### src/rtl/uart_arb_pkg.sv
// Shared types and constants for the UART transmitter arbiter.
package uart_arb_pkg;

    // Arbiter sequencing states
    typedef enum logic [1:0] {
        StIdle,
        StStart,
        StWait
    } arb_state_e;

    // Defaults match the SN75155 counter period and a 1+10+1 tick frame
    localparam int unsigned DefClksPerBit = 10416;
    localparam int unsigned DefFrameTicks = 12;

    // Clock cycles the arbiter holds off after the start pulse
    function automatic int unsigned frame_cycles(input int unsigned clks_per_bit,
                                                 input int unsigned frame_ticks);
        return clks_per_bit * frame_ticks;
    endfunction

endpackage

### src/rtl/uart_arb_pick.sv
// Combinational requester picker.
// Default: round-robin search from rr_ptr upward, wrapping.
// With UART_ARB_FIXED_PRIO_EN defined: lowest set index wins, rr_ptr unused.
module uart_arb_pick
    import uart_arb_pkg::*;
#(
    parameter int unsigned NUM_REQ = 4,
    parameter int unsigned IDW     = 2
) (
    input  logic [NUM_REQ-1:0] req,
    input  logic [IDW-1:0]     rr_ptr,
    output logic               valid,
    output logic [IDW-1:0]     winner
);

`ifdef UART_ARB_FIXED_PRIO_EN
    logic unused_rr;
    assign unused_rr = ^rr_ptr;

    // Descending scan so the lowest set index is the last to overwrite
    always_comb begin
        valid  = 1'b0;
        winner = '0;
        for (int k = NUM_REQ - 1; k >= 0; k--) begin
            if (req[k]) begin
                valid  = 1'b1;
                winner = IDW'(k);
            end
        end
    end
`else
    int unsigned      idx;
    logic [IDW-1:0]   sel;

    // First set bit at or above rr_ptr, wrapping modulo NUM_REQ
    always_comb begin
        valid  = 1'b0;
        winner = '0;
        idx    = 0;
        sel    = '0;
        for (int unsigned k = 0; k < NUM_REQ; k++) begin
            idx = 32'(rr_ptr) + k;
            if (idx >= NUM_REQ) begin
                idx = idx - NUM_REQ;
            end
            sel = IDW'(idx);
            if (!valid && req[sel]) begin
                valid  = 1'b1;
                winner = sel;
            end
        end
    end
`endif

endmodule

### src/rtl/uart_tx_arbiter.sv
// Shares one SN75155 UART transmitter among NUM_REQ byte sources.
// Grants one requester per frame, latches its byte, pulses transmit for one
// baud tick, then holds off grants for the rest of the frame.
// Build option: UART_ARB_FIXED_PRIO_EN selects fixed lowest-index priority
// instead of round-robin.
module uart_tx_arbiter
    import uart_arb_pkg::*;
#(
    parameter int unsigned NUM_REQ      = 4,
    parameter int unsigned CLKS_PER_BIT = DefClksPerBit,
    parameter int unsigned FRAME_TICKS  = DefFrameTicks,
    parameter int unsigned IDW          = 2
) (
    input  logic                 clk,
    input  logic                 reset,
    input  logic [NUM_REQ-1:0]   req,
    input  logic [8*NUM_REQ-1:0] req_data,
    output logic [NUM_REQ-1:0]   ack,
    output logic                 busy,
    output logic [IDW-1:0]       grant_id,
    output logic                 tx_transmit,
    output logic [7:0]           tx_data
);

    localparam int unsigned     WaitCycles = frame_cycles(CLKS_PER_BIT, FRAME_TICKS);
    localparam int unsigned     CntW       = $clog2(WaitCycles) + 1;
    localparam logic [CntW-1:0] StartLast  = CntW'(CLKS_PER_BIT - 1);
    localparam logic [CntW-1:0] WaitLast   = CntW'(WaitCycles - 1);

    arb_state_e          state_q, state_d;
    logic [CntW-1:0]     cnt_q, cnt_d;
    logic [7:0]          data_q, data_d;
    logic [IDW-1:0]      grant_q, grant_d;
    logic [NUM_REQ-1:0]  ack_q, ack_d;
    logic [IDW-1:0]      rr_ptr;
    logic                pick_valid;
    logic [IDW-1:0]      pick_winner;
    logic                grant_now;

`ifdef UART_ARB_FIXED_PRIO_EN
    assign rr_ptr = '0;
`else
    logic [IDW-1:0] rr_q, rr_d;

    // Pointer moves just past the winner on every grant
    always_comb begin
        rr_d = rr_q;
        if (grant_now) begin
            rr_d = (pick_winner == IDW'(NUM_REQ - 1)) ? '0 : pick_winner + IDW'(1);
        end
    end

    // Round-robin pointer register
    always_ff @(posedge clk or negedge reset) begin
        if (!reset) begin
            rr_q <= '0;
        end else begin
            rr_q <= rr_d;
        end
    end

    assign rr_ptr = rr_q;
`endif

    uart_arb_pick #(
        .NUM_REQ (NUM_REQ),
        .IDW     (IDW)
    ) u_pick (
        .req    (req),
        .rr_ptr (rr_ptr),
        .valid  (pick_valid),
        .winner (pick_winner)
    );

    // Requests only count while idle
    assign grant_now = (state_q == StIdle) && pick_valid;

    // State register
    always_ff @(posedge clk or negedge reset) begin
        if (!reset) begin
            state_q <= StIdle;
        end else begin
            state_q <= state_d;
        end
    end

    // Next-state logic: start pulse for one baud period, then frame hold-off
    always_comb begin
        state_d = state_q;
        case (state_q)
            StIdle:  if (grant_now) state_d = StStart;
            StStart: if (cnt_q == StartLast) state_d = StWait;
            StWait:  if (cnt_q == WaitLast) state_d = StIdle;
            default: state_d = StIdle;
        endcase
    end

    // Datapath next values: counter, latched byte, grant index, ack pulse
    always_comb begin
        cnt_d   = cnt_q + CntW'(1);
        data_d  = data_q;
        grant_d = grant_q;
        ack_d   = '0;
        case (state_q)
            StIdle:  cnt_d = '0;
            StStart: if (cnt_q == StartLast) cnt_d = '0;
            StWait:  if (cnt_q == WaitLast) cnt_d = '0;
            default: cnt_d = '0;
        endcase
        if (grant_now) begin
            data_d             = req_data[{pick_winner, 3'b000} +: 8];
            grant_d            = pick_winner;
            ack_d[pick_winner] = 1'b1;
        end
    end

    // Datapath registers
    always_ff @(posedge clk or negedge reset) begin
        if (!reset) begin
            cnt_q   <= '0;
            data_q  <= '0;
            grant_q <= '0;
            ack_q   <= '0;
        end else begin
            cnt_q   <= cnt_d;
            data_q  <= data_d;
            grant_q <= grant_d;
            ack_q   <= ack_d;
        end
    end

    // Outputs decoded from state so reset drops tx_transmit immediately
    always_comb begin
        busy        = (state_q != StIdle);
        tx_transmit = (state_q == StStart);
        ack         = ack_q;
        grant_id    = grant_q;
        tx_data     = data_q;
    end

endmodule

### config.mk
export PLATFORM = sky130hd
export DESIGN_NAME = uart_tx_arbiter
export DESIGN_NICKNAME = d
export VERILOG_FILES = /design/src/rtl/uart_arb_pkg.sv /design/src/rtl/uart_arb_pick.sv /design/src/rtl/uart_tx_arbiter.sv
export SDC_FILE = /design/constraint.sdc
export NUM_CORES = 1
export LEC_CHECK = 0
export CORE_AREA = 2 2 49 96
export CTS_CLUSTER_SIZE = 14
export DETAILED_ROUTE_END_ITERATION = 8
export DIE_AREA = 0 0 51 98
export GPL_ROUTABILITY_DRIVEN = 0
export MAX_ROUTING_LAYER = met4
export PLACE_DENSITY = 0.85
export SETUP_SLACK_MARGIN = 0.02
export SLEW_MARGIN = 15
export SYNTH_ARGS = -nofsm -noshare
export SYNTH_HDL_FRONTEND = slang
export SYNTH_HIERARCHICAL = 1
export SYNTH_SLANG_ARGS = --single-unit
### constraint.sdc
create_clock -name clk -period 6.5 [get_ports clk]
set_input_delay 0.975 -clock clk [delete_from_list [all_inputs] [get_ports clk]]
set_output_delay 0.975 -clock clk [all_outputs]
set_load 0.05 [all_outputs]
==> results_tabular.tex, run 1 <==
\begin{tabular}{lr}
\hline
Metric & Value \\
\hline
\multicolumn{2}{l}{\textbf{Final layout}} \\
\quad Total Nets Final & 279 \\
\quad Most common library cell in the layout ignoring fill and taps & sky130\_fd\_sc\_hd\_\_clkdlybuf4s50\_1 \\
\quad Commonest non-fill, non-tap cells in the layout & sky130\_fd\_sc\_hd\_\_clkdlybuf4s50\_1, sky130\_fd\_sc\_hd\_\_dfrtp\_1, sky130\_fd\_sc\_hd\_\_nor2\_1 \\
\quad Count of filler cells inserted in the layout & 350 \\
\quad \# diodes & 0 \\
\quad Fraction of final layout cells with drive strength greater than 1 & 0.2155 \\
\quad Signed area change from the synthesized netlist to the final layout & 31.78\% \\
\multicolumn{2}{l}{\textbf{Synthesis}} \\
\quad Syn. warnings & 6 \\
\quad Post-synthesis sequential area ratio & 0.4358 \\
\quad Number of distinct standard cells referenced by the synthesized netlist & 40 \\
\quad Ys flop type & sky130\_fd\_sc\_hd\_\_dfrtp\_1 \\
\quad Mean instance size in the synthesized netlist & 11.74 sq um \\
\quad Number of enable flip-flop cells after synthesis & 0 \\
\quad Post-synthesis instance area & 2067 sq um \\
\quad Count of state elements after synthesis & 36 \\
\quad Async set-reset flop share out of synthesis & 1.000 \\
\quad Count of mapped cells out of synthesis & 176 \\
\quad Net count after synthesis & 223 \\
\multicolumn{2}{l}{\textbf{Drt}} \\
\quad Routed WL per cell & 15.19 um \\
\quad Post-route DRC & 0 \\
\quad DRC marker count from the first detailed-route iteration & 33 \\
\quad Routed via count divided by cell count & 5.385 \\
\quad Drt total wl & 4.345 mm \\
\quad Count of antenna-violating nets left after detailed routing & 0 \\
\quad Vias & 1540 \\
\quad Number of detailed-routing iterations run before antenna repair & 4 \\
\multicolumn{2}{l}{\textbf{Clock network}} \\
\quad Clock tree from TritonCTS & yes \\
\quad Buffer cell driving the clock tree root & sky130\_fd\_sc\_hd\_\_clkbuf\_8 \\
\quad CTS buffer count & 5 \\
\quad Clock network latency to the later pin of the worst-skew pair & 0.29 ns \\
\quad Number of levels the H-tree was split into & 2 \\
\quad Post-cts sizing count & 0 \\
\quad Maximum buffer depth of the clock tree & 2 \\
\quad Clock-pin slew on the worst setup and hold paths & 0.07 ns \\
\quad Hold Buf Count CTS & 0 \\
\quad TritonCTS Sinks & 36 \\
\quad \# Post-CTS Setup Buffers & 0 \\
\multicolumn{2}{l}{\textbf{Min path}} \\
\quad Startpoint of the lowest-slack hold path & cnt\_q[0] \\
\quad Hold path cells & 1 \\
\quad Worst hold path endpoint & cnt\_q[0] \\
\quad Type of the tightest min-delay check & flip-flop to flip-flop \\
\multicolumn{2}{l}{\textbf{Power}} \\
\quad Leakage power total & 1.122 nW \\
\quad Peak ir drop on the vdd network & 0.2836 mV \\
\quad Power per cell area & 381.1 nW/um\^{}2 \\
\quad Design Power & 1.038 mW \\
\multicolumn{2}{l}{\textbf{STA}} \\
\quad Final min period & 3.119 ns \\
\quad Share of the clock period used by the worst path & 0.4798 \\
\quad Setup repair after global routing missed its margin & false \\
\quad Transition time at the pin with the least slew margin & 1.045 ns \\
\quad Setup TNS after final layout & 0 ns \\
\quad Headroom to the max-slew limit & 0.3034 \\
\quad Maximum clock skew at final layout & 0.005817 ns \\
\quad Highest clock frequency the design can meet & 0.3207 GHz \\
\quad Max-slew violation count & 0 \\
\quad Hold violation count in the final report & 0 \\
\quad Setup-violating endpoint count in the final report & 0 \\
\multicolumn{2}{l}{\textbf{Run}} \\
\quad Number of violations of the max-capacitance limit & 0 \\
\multicolumn{2}{l}{\textbf{Global routing}} \\
\quad Vias in the first global route & 1645 \\
\quad GRT Overall Usage & 0.2030 \\
\quad Number of antenna violations at the first check in global routing & 0 \\
\quad Largest net degree at the start of global routing & 37 \\
\quad Wire length of the first global-routing pass & 7.376 mm \\
\quad Total gr overflow & 0 \\
\multicolumn{2}{l}{\textbf{Worst setup path}} \\
\quad Beginning of the worst register-to-register path & rr\_ptr[1] \\
\quad Startpoint type of the worst setup path & input port \\
\quad FF-to-FF End & rr\_ptr[1] \\
\quad Cells on worst reg2reg path & 6 \\
\quad Critical-path maximum fanout & 11 \\
\quad Arrival time reported for the critical path endpoint & 3.29 ns \\
\quad Setup slack of the most critical reg-to-reg path & 4.11 ns \\
\quad Kind of critical path & input port to flip-flop \\
\quad Capturing element type of the critical path & flip-flop \\
\quad Data required, critical path & 6.68 ns \\
\multicolumn{2}{l}{\textbf{Placed design}} \\
\quad Detailed-placement wirelength estimate & 3.383 mm \\
\quad Port Buffers & 53 \\
\multicolumn{2}{l}{\textbf{Die}} \\
\quad Die height & 98 um \\
\quad Die Width & 51 um \\
\quad Starting density of the core & 0.4811 \\
\quad Core region area & 4297 sq um \\
\quad Count of boundary I/O pins & 54 \\
\quad Die ar. & 4998 sq um \\
\quad Number of cell rows & 34 \\
\multicolumn{2}{l}{\textbf{Run status}} \\
\quad Status & finished clean \\
\hline
\end{tabular}
==> sequential cells by signal, summed over array words and instances (netlist names) <==
signal    cells
grant_id      2
ack           4
tx_data       8
rr_ptr        2
cnt_q        18
state_q       2
==> final cells by class <==
cell class                 count  area (sq um)  share of cell area
sequential                    36         900.9              0.3307
inverter                      13         48.80             0.01791
multi-input combinational    122          1077              0.3955
timing repair buffer          54         533.0              0.1957
clock buffer                   7         96.34             0.03537
tap                           54         67.56             0.02480
==> power by group <==
group / internal, mW / switching (mW)
Sequential: 0.279 / 0.0326
Clock: 0.0943 / 0.0768
Combinational: 0.228 / 0.327
Total: 0.601 / 0.437
==> worst max-delay path: stages <==
cell and delay (ns):
sky130_fd_sc_hd__clkdlybuf4s50_1 0.45, sky130_fd_sc_hd__a21oi_1 0.16, sky130_fd_sc_hd__o21ai_0 0.08, sky130_fd_sc_hd__a21oi_1 0.83
sky130_fd_sc_hd__inv_1 0.20, sky130_fd_sc_hd__ha_1 0.34, sky130_fd_sc_hd__mux2_2 0.26
==> worst max-delay path by stage <==
stage	start	endpoint	slack, ns	depth (start not counted)
after detailed placement	req[0]	rr_ptr[1]	3.08	7
after global placement	req[0]	rr_ptr[1]	3.10	7
final	req[0]	rr_ptr[1]	3.38	7
after CTS	req[0]	rr_ptr[1]	3.38	7
after global routing	req[0]	rr_ptr[1]	3.20	7
after floorplan	req[1]	tx_data[0]	3.75	6
==> logic make-up (layout without fill, tap and decap cells) <==
group | count (synthesis) | count (layout) | share of synthesized area
fa+ha+maj | 9 | 9 | 0.05448
simple gates | 62 | 62 | 0.1871
mux | 18 | 18 | 0.1416
compound gates | 17 | 17 | 0.07022
xor+xnor | 16 | 16 | 0.06779
buf+inv | 18 | 74 | 0.04298
flops | 36 | 36 | 0.4358
==> cell usage after synthesis, types with 2 or more instances <==
cell type / count / area (sq um)
sky130_fd_sc_hd__nand3_1: 3 / 15.01
sky130_fd_sc_hd__nor4_1: 3 / 18.77
sky130_fd_sc_hd__nor2_1: 13 / 48.80
sky130_fd_sc_hd__nand2_1: 11 / 41.29
sky130_fd_sc_hd__and3_1: 6 / 37.54
sky130_fd_sc_hd__inv_1: 12 / 45.04
sky130_fd_sc_hd__nor2_2: 10 / 62.56
sky130_fd_sc_hd__mux2_2: 10 / 112.6
sky130_fd_sc_hd__xnor2_1: 10 / 87.58
sky130_fd_sc_hd__a31oi_4: 2 / 42.54
sky130_fd_sc_hd__dfrtp_1: 36 / 900.9
sky130_fd_sc_hd__xor2_1: 6 / 52.55
sky130_fd_sc_hd__clkbuf_1: 2 / 7.510
sky130_fd_sc_hd__ha_1: 9 / 112.6
sky130_fd_sc_hd__o21ai_0: 4 / 20.02
sky130_fd_sc_hd__mux4_2: 8 / 180.2
sky130_fd_sc_hd__a21oi_1: 4 / 20.02
sky130_fd_sc_hd__nand4_1: 4 / 25.02
sky130_fd_sc_hd__nor4b_2: 2 / 30.03
==> routing by layer <==
layer,global-route usage,up-vias,routed length (um)
met3,0.03670,12,113
met1,0.1976,767,1438
li1,-,726,-
met5,-,-,0
met2,0.3646,35,2609
met4,0.1040,0,183
==> through the flow <==
step                cell area (sq um)  utilization  instances  setup slack, ns  hold WS [ns]
detailed placement               2628       0.6115        279            3.078        0.4697
global placement                 2628       0.6115        279            3.100        0.4658
floorplan                        2067            -        176            3.755        0.4393
global route                     2724       0.6340        286            3.201        0.4991
CTS                              2724       0.6340        286            3.382        0.4815
finish                           2724       0.6340        286            3.381        0.4805
Power figures use the tool's default switching activity.
==> run 2: changes to the inputs <==
Settings changed: CORE_AREA 2 2 49 96 to 2 2 49 97, DIE_AREA 0 0 51 98 to 0 0 51 99.
Clock period 6.5 ns to 2.9 ns, I/O delays scaled along.
==> results_tabular.tex, run 2 (synthesized netlist as in run 1, its figures left out) <==
\begin{tabular}{lr}
\hline
Metric & Value \\
\hline
\multicolumn{2}{l}{\textbf{Power}} \\
\quad Power per cell area & 852.8 nW/um\^{}2 \\
\quad Leakage power total & 1.131 nW \\
\quad Sequential power share & 0.299 \\
\quad Portion of total power attributed to the clock network & 0.161 \\
\quad Proportion of power drawn by combinational gates & 0.540 \\
\quad Switching power of the nets & 974.4 uW \\
\quad Peak ir drop on the vdd network & 0.6146 mV \\
\quad Switching Share & 0.4164 \\
\quad Internal power summed over all cells & 1.366 mW \\
\quad Design Power & 2.340 mW \\
\multicolumn{2}{l}{\textbf{STA}} \\
\quad Setup TNS after final layout & 0 ns \\
\quad Setup slack of the critical path after layout & 0.5256 ns \\
\quad Highest clock frequency the design can meet & 0.4212 GHz \\
\quad Setup repair after global routing missed its margin & false \\
\quad Hold violation count in the final report & 0 \\
\quad Max-slew violation count & 0 \\
\quad Setup-violating endpoint count in the final report & 0 \\
\quad Share of the clock period used by the worst path & 0.8188 \\
\quad Final-layout worst hold slack & 0.2415 ns \\
\quad Transition time at the pin with the least slew margin & 0.8194 ns \\
\quad Maximum clock skew at final layout & 0.009345 ns \\
\quad Final min period & 2.374 ns \\
\quad Headroom to the max-slew limit & 0.4537 \\
\multicolumn{2}{l}{\textbf{Final layout}} \\
\quad Fraction of final layout cells with drive strength greater than 1 & 0.2189 \\
\quad Layout Utilization & 0.6386 \\
\quad Count of filler cells inserted in the layout & 342 \\
\quad Most common library cell in the layout ignoring fill and taps & sky130\_fd\_sc\_hd\_\_clkdlybuf4s50\_1 \\
\quad Total Nets Final & 280 \\
\quad \# diodes & 0 \\
\quad Final cell count without fillers & 287 \\
\quad Commonest non-fill, non-tap cells in the layout & sky130\_fd\_sc\_hd\_\_clkdlybuf4s50\_1, sky130\_fd\_sc\_hd\_\_dfrtp\_1, sky130\_fd\_sc\_hd\_\_nor2\_1 \\
\quad Signed area change from the synthesized netlist to the final layout & 32.75\% \\
\quad Total non-filler cell area in the finished layout & 2744 sq um \\
\quad Register with the most flip-flops & cnt\_q \\
\quad Flip-flop count of the largest register, all copies and words added & 18 \\
\multicolumn{2}{l}{\textbf{Placed design}} \\
\quad Dpl cell area & 2648 sq um \\
\quad Placed insts & 280 \\
\quad Port Buffers & 53 \\
\quad Detailed-placement wirelength estimate & 3.328 mm \\
\quad Pre-CTS setup slack & 0.2138 ns \\
\multicolumn{2}{l}{\textbf{Global routing}} \\
\quad GRT Overall Usage & 0.1987 \\
\quad Wire length of the first global-routing pass & 7.307 mm \\
\quad Total gr overflow & 0 \\
\quad Largest net degree at the start of global routing & 37 \\
\quad Vias in the first global route & 1641 \\
\quad Number of antenna violations at the first check in global routing & 0 \\
\multicolumn{2}{l}{\textbf{Clock network}} \\
\quad CTS buffer count & 5 \\
\quad TritonCTS Sinks & 36 \\
\quad Maximum buffer depth of the clock tree & 2 \\
\quad \# Post-CTS Setup Buffers & 0 \\
\quad Post-cts sizing count & 0 \\
\quad Clock tree from TritonCTS & yes \\
\quad Number of levels the H-tree was split into & 2 \\
\quad Clock-pin slew on the worst setup and hold paths & 0.07 ns \\
\quad Clock network latency to the later pin of the worst-skew pair & 0.29 ns \\
\quad Hold Buf Count CTS & 0 \\
\quad Buffer cell driving the clock tree root & sky130\_fd\_sc\_hd\_\_clkbuf\_8 \\
\multicolumn{2}{l}{\textbf{Drt}} \\
\quad Routed via count divided by cell count & 5.373 \\
\quad Number of detailed-routing iterations run before antenna repair & 4 \\
\quad Count of antenna-violating nets left after detailed routing & 0 \\
\quad Drt total wl & 4.249 mm \\
\quad Post-route DRC & 0 \\
\quad DRC marker count from the first detailed-route iteration & 16 \\
\quad Routed WL per cell & 14.80 um \\
\quad Vias & 1542 \\
\multicolumn{2}{l}{\textbf{Worst setup path}} \\
\quad Critical-path maximum fanout & 12 \\
\quad Arrival time reported for the critical path endpoint & 2.55 ns \\
\quad Startpoint type of the worst setup path & input port \\
\quad Kind of critical path & input port to flip-flop \\
\quad Capturing element type of the critical path & flip-flop \\
\quad Data required, critical path & 3.07 ns \\
\multicolumn{2}{l}{\textbf{Die}} \\
\quad Die Width & 51 um \\
\quad Die height & 99 um \\
\quad Number of cell rows & 34 \\
\quad Count of boundary I/O pins & 54 \\
\quad Die ar. & 5049 sq um \\
\quad Core region area & 4297 sq um \\
\quad Starting density of the core & 0.4811 \\
\multicolumn{2}{l}{\textbf{Run}} \\
\quad Number of violations of the max-capacitance limit & 0 \\
\multicolumn{2}{l}{\textbf{Run status}} \\
\quad Status & finished clean \\
\multicolumn{2}{l}{\textbf{Min path}} \\
\quad Type of the tightest min-delay check & input port to async pin \\
\hline
\end{tabular}
-- run 2: final timing paths --
path / from / endpoint / slack [ns] / depth (start not counted)
hold reg to reg: grant_id[0] / grant_id[0] / 0.48 / 2
setup reg to reg: cnt_q[0] / cnt_q[14] / 0.81 / 6
setup / recovery: req[1] / tx_data[1] / 0.53 / 7
max in group asynchronous: reset / ack[2] / 2.13 / 1
min in group clk: grant_id[0] / grant_id[0] / 0.48 / 2
hold / removal: reset / cnt_q[13] / 0.24 / 1
-- run 2: layout make-up --
cell class	count	area, sq um	share of cell area
timing repair buffer	55	553.0	0.2016
clock buffer	7	96.34	0.03511
sequential	36	900.9	0.3283
tap	54	67.56	0.02462
multi-input combinational	122	1077	0.3926
inverter	13	48.80	0.01778
-- run 2: worst max-delay path, cell delays in order --
cell and delay, ns:
sky130_fd_sc_hd__clkdlybuf4s50_1 0.50, sky130_fd_sc_hd__inv_1 0.06, sky130_fd_sc_hd__a221o_1 0.34, sky130_fd_sc_hd__a21oi_1 0.25, sky130_fd_sc_hd__buf_12 0.19, sky130_fd_sc_hd__mux4_2 0.50
sky130_fd_sc_hd__mux2_2 0.28
-- run 2: power by group through the flow --
stage	clock [mW]	sequential (mW)	combinational, mW
after CTS	0.390	0.700	1.28
after detailed placement	0	0.709	1.28
after global routing	0.413	0.711	1.35
after floorplan	0	1.01	0.604
after global placement	0	0.704	1.25
final	0.377	0.700	1.26
-- run 2: layer usage --
metal	global-route usage	routed length [um]
met4	0.1060	180
met5	-	0
met3	0.03788	121
met1	0.2042	1432
met2	0.3437	2515
==> variant 1, RTL diff (settings of run 2) <==
Encoding of `arb_state_e`: now one-hot (3 bits for 3 states).
--- a/src/rtl/uart_arb_pkg.sv
+++ b/src/rtl/uart_arb_pkg.sv
@@ -2,10 +2,10 @@
 package uart_arb_pkg;
 
     // Arbiter sequencing states
-    typedef enum logic [1:0] {
-        StIdle,
-        StStart,
-        StWait
+    typedef enum logic [2:0] {
+        StIdle  = 3'b001,
+        StStart = 3'b010,
+        StWait  = 3'b100
     } arb_state_e;
 
     // Defaults match the SN75155 counter period and a 1+10+1 tick frame
Behaviour: same outputs for any inputs over 10 cycles, from zero or initial values and one cycle with reset low; not proved beyond that.
==> variant 1 against run 2 <==
- area after synthesis up 1.6%
- non-clock buffer count grew 7
- final cell count up 9.1%
- utilization up 2.2 points
- clock power up 41%
- power is 5.7% higher
- routed wire length grew 10%
- sequential cell count is 1 higher
- synthesized cell count up 13%
- worst setup slack lost 0.026 ns
- sequential power rose by 5.1%
- design area is 3.4% higher
- largest power group unchanged
- highest routed layer unchanged
==> variant 1: results (changes against run 2) <==
status finished, final reports clean (unchanged); Critical Path Fanout Max 8 (was 12); worst r2r dst state_q[2] (was cnt_q[14]); Arr. time, crit path 1.96 ns (was 2.55 ns); Worst Hold Class register to register (was input pin to async pin); initial DRC count 31 (was 16); Clock Skew 0.00747 ns (was 0.00935 ns); fin nets 301 (was 280); layout cell share with drive strength beyond 1 18.5% (was 21.9%); Synth Instances 198 (was 176); Yosys cell types 45 (was 40); Tot GR Track Use 22.0% (was 19.9%); met1 WL 1620 um (was 1430 um); reg2reg setup slack 0.84 ns (was 0.81 ns); Seq/Total Area, Yosys 44.1% (was 43.6%); Final Non-Filler Cells 313 (was 287); filler instances 323 (was 342); Synth Area in Compound Gates 13.9% (was 7.02%); Max stage delay on crit path 0.69 ns (was 0.50 ns); Largest delay share family, worst path buffers and inverters (was multiplexers); Post-Syn Nets 241 (was 223); worst setup path startpoint state_q[0] (was req[1]); drt total wl 4690 um (was 4250 um); xor/xnor share of the synthesized area 5.00% (was 6.78%); synth top area cells dfrtp_1 (43%), mux4_2 (8.6%), nand2_1 (6.4%) (was dfrtp_1 (44%), mux4_2 (8.7%), ha_1 (5.4%)); largest net degree at the start of global routing 38 (was 37); maximum vdd drop 0.691 mV (was 0.615 mV)
## variant 1: cell count changes in the layout (fill, tap and decap cells not counted), sizes merged, moves of 4 or more
cell,before,now
nand2,12,36
nor2,23,2
a21oi,4,15
mux2,10,0
buf,3,9
a22oi,0,5
ha,9,5
nand3,4,8
or3,0,4
or4,0,4
## variant 1: logic make-up after synthesis
family / after synthesis
AOI/OAI and AO/OA: 37
xor gates and xnor gates: 12
adders and majority gates: 5
buffers and inverters: 21
DFF: 37
muxes: 8
and+or+nand+nor: 78
## variant 1: layout make-up
| cell class | count | area share (%) |
|---|---|---|
| repair buffers | 62 | 21.1 |
| clock buffers | 5 | 2.43 |
| clock inverters | 3 | 2.43 |
| inverters | 12 | 1.59 |
| well taps | 54 | 2.38 |
| flip-flops and latches | 37 | 32.7 |
| multi-input cells | 140 | 37.4 |
## variant 1: where the power goes
part           switching (W)  internal (W)
Combinational       0.000742      0.000462
Clock               0.000187      0.000346
Sequential         0.0000905      0.000645
## variant 1: worst min-delay path by stage
stage | from | end | slack (ns) | cells after the start
finish | tx_data[2] | tx_data[2] | 0.48 | 2
global route | tx_data[2] | tx_data[2] | 0.51 | 2
global placement | tx_data[7] | tx_data[7] | 0.46 | 2
floorplan | reset | ack[0] | 0.14 | 0
detailed placement | tx_data[2] | tx_data[2] | 0.46 | 2
CTS | tx_data[2] | tx_data[2] | 0.48 | 2
## variant 1: worst reg2reg max path, cell delays in order, from the launching register on
cell	delay (ns)
dfrtp_1	0.43
ha_1	0.24
nand3_2	0.14
or2_1	0.38
o31ai_2	0.28
buf_4	0.26
a21bo_1	0.22
## variant 1: routing by layer
layer / up-vias / GRT usage (%)
li1: 827 / -
met1: 853 / 21.6
met4: 0 / 11.9
met5: - / -
met2: 53 / 40.1
met3: 13 / 2.58
## variant 1: stage by stage
step                area (um2)  worst slack, ns
finish                    2840            0.500
global route              2840            0.349
CTS                       2840            0.489
detailed placement        2700            0.385
global placement          2700            0.432
floorplan                 2100            0.439
==> variant 2, RTL diff (settings of run 2) <==
Without the edit above. Add a define of `UART_ARB_FIXED_PRIO_EN`.
--- a/src/rtl/uart_arb_pick.sv
+++ b/src/rtl/uart_arb_pick.sv
@@ -1,6 +1,8 @@
 // Combinational requester picker.
 // Default: round-robin search from rr_ptr upward, wrapping.
 // With UART_ARB_FIXED_PRIO_EN defined: lowest set index wins, rr_ptr unused.
+`define UART_ARB_FIXED_PRIO_EN
+
 module uart_arb_pick
     import uart_arb_pkg::*;
 #(
Function: same outputs for any inputs over 10 cycles, from zero or initial values and one cycle with reset low; that may be too few to reach the edited logic, so the function may still have changed.
==> variant 2 against run 2 <==
- design area is 6.9% lower
- sequential share of layout area is 0.47 points higher
- worst setup slack better by 0.040 ns
- hold slack better by 0.22 ns
- routed wire length is 4.1% lower
- area after synthesis is 11% lower
- power is 15% lower
- sequential cell count is 2 lower
==> variant 2: results (changes against run 2) <==
Vias/cell 5.31 (was 5.37); cells on worst reg2reg path 5 (was 6); vias in the first global route 1600 (was 1641); Clock Latency Late Sink 0.29 ns (about the same); status finished, final reports clean (unchanged); Lkg Pwr 1.01 nW (was 1.13 nW); Largest delay share family, worst path buffers and inverters (was multiplexers); placed wire-length estimate 3070 um (was 3330 um); fin nets 267 (was 280); Slew HR 65.4% (was 45.4%); maximum vdd drop 0.485 mV (was 0.615 mV); R2R Path Start cnt_q[6] (was cnt_q[0]); Worst Hold Class register to register (was input pin to async pin); largest net degree at the start of global routing 35 (was 37); reg2reg setup slack 0.75 ns (was 0.81 ns); drt total wl 4070 um (was 4250 um); met3 Track Usage GR 4.24% (was 3.79%); Internal Pwr Total 0.00120 W (was 0.00137 W); layout cell share with drive strength beyond 1 14.7% (was 21.9%); Arr. time, crit path 1.90 ns (was 2.55 ns); post-CTS resize count 0 (unchanged); Yosys Warn Count 6 (unchanged); first-pass GRT wire length 6910 um (was 7310 um); largest reg by FF count cnt_q (unchanged); Post-Syn Nets 208 (was 223); filler instances 359 (was 342); Tot GR Track Use 18.7% (was 19.9%); worst r2r dst cnt_q[3] (was cnt_q[14]); met2 GRT Util 35.6% (was 34.4%); global-route track usage on met1 15.7% (was 20.4%); Clock Skew 0.00818 ns (was 0.00935 ns); Max stage delay on crit path 0.83 ns (was 0.50 ns); initial DRC count 23 (was 16); Critical Path Fanout Max 5 (was 12)
==> variant 2: power groups by stage <==
stage | clock network, W | logic (W) | registers, W
global route | 0.000466 | 0.00101 | 0.000636
finish | 0.000435 | 0.000941 | 0.000623
global placement | 0 | 0.000937 | 0.000630
detailed placement | 0 | 0.000948 | 0.000634
floorplan | 0 | 0.000371 | 0.000906
CTS | 0.000448 | 0.000953 | 0.000624
==> variant 2: cell type report <==
cell class                 instances  area share, %
inverter                           9           1.32
sequential                        34           33.3
timing repair buffer              57           21.9
multi-input combinational        117           36.3
clock buffer                       5           2.69
tap                               54           2.64
clock inverter                     3           1.76
==> variant 2: metrics by stage <==
| stage | cell area, um2 | worst slack [ns] | util, % | hold slack [ns] | instances |
|---|---|---|---|---|---|
| 6_report | 2550 | 0.566 | 59.5 | 0.462 | 279 |
| 2_1_floorplan | 1840 | 0.765 | - | 0.139 | 165 |
| 3_3_place_gp | 2440 | 0.636 | 56.8 | 0.446 | 271 |
| 3_5_place_dp | 2440 | 0.570 | 56.8 | 0.459 | 271 |
| 5_1_grt | 2550 | 0.479 | 59.5 | 0.507 | 279 |
| 4_1_cts | 2550 | 0.543 | 59.5 | 0.468 | 279 |
==> variant 2: layer usage <==
layer  part of all wire, %  up-vias
met5                     0        -
met4                   2.3        0
met3                   5.3        8
met2                    59       41
met1                    34      713
li1                      -      720
==> variant 2: how the worst max path moves through the flow <==
| stage | startpoint | to | slack, ns |
|---|---|---|---|
| after global placement | req[2] | tx_data[7] | 0.64 |
| after detailed placement | req[2] | tx_data[5] | 0.57 |
| after floorplan | req[2] | tx_data[3] | 0.76 |
| after global routing | state_q[1] | tx_transmit | 0.48 |
| after CTS | state_q[1] | tx_transmit | 0.54 |
| final | state_q[1] | tx_transmit | 0.57 |
==> variant 2: worst register-to-register path, cell delays in order (launching register included) <==
cell and delay [ns]:
dfrtp_1 0.45, or4b_4 0.58, o32a_1 0.41, o31ai_4 0.26, buf_4 0.26, nor2_1 0.08
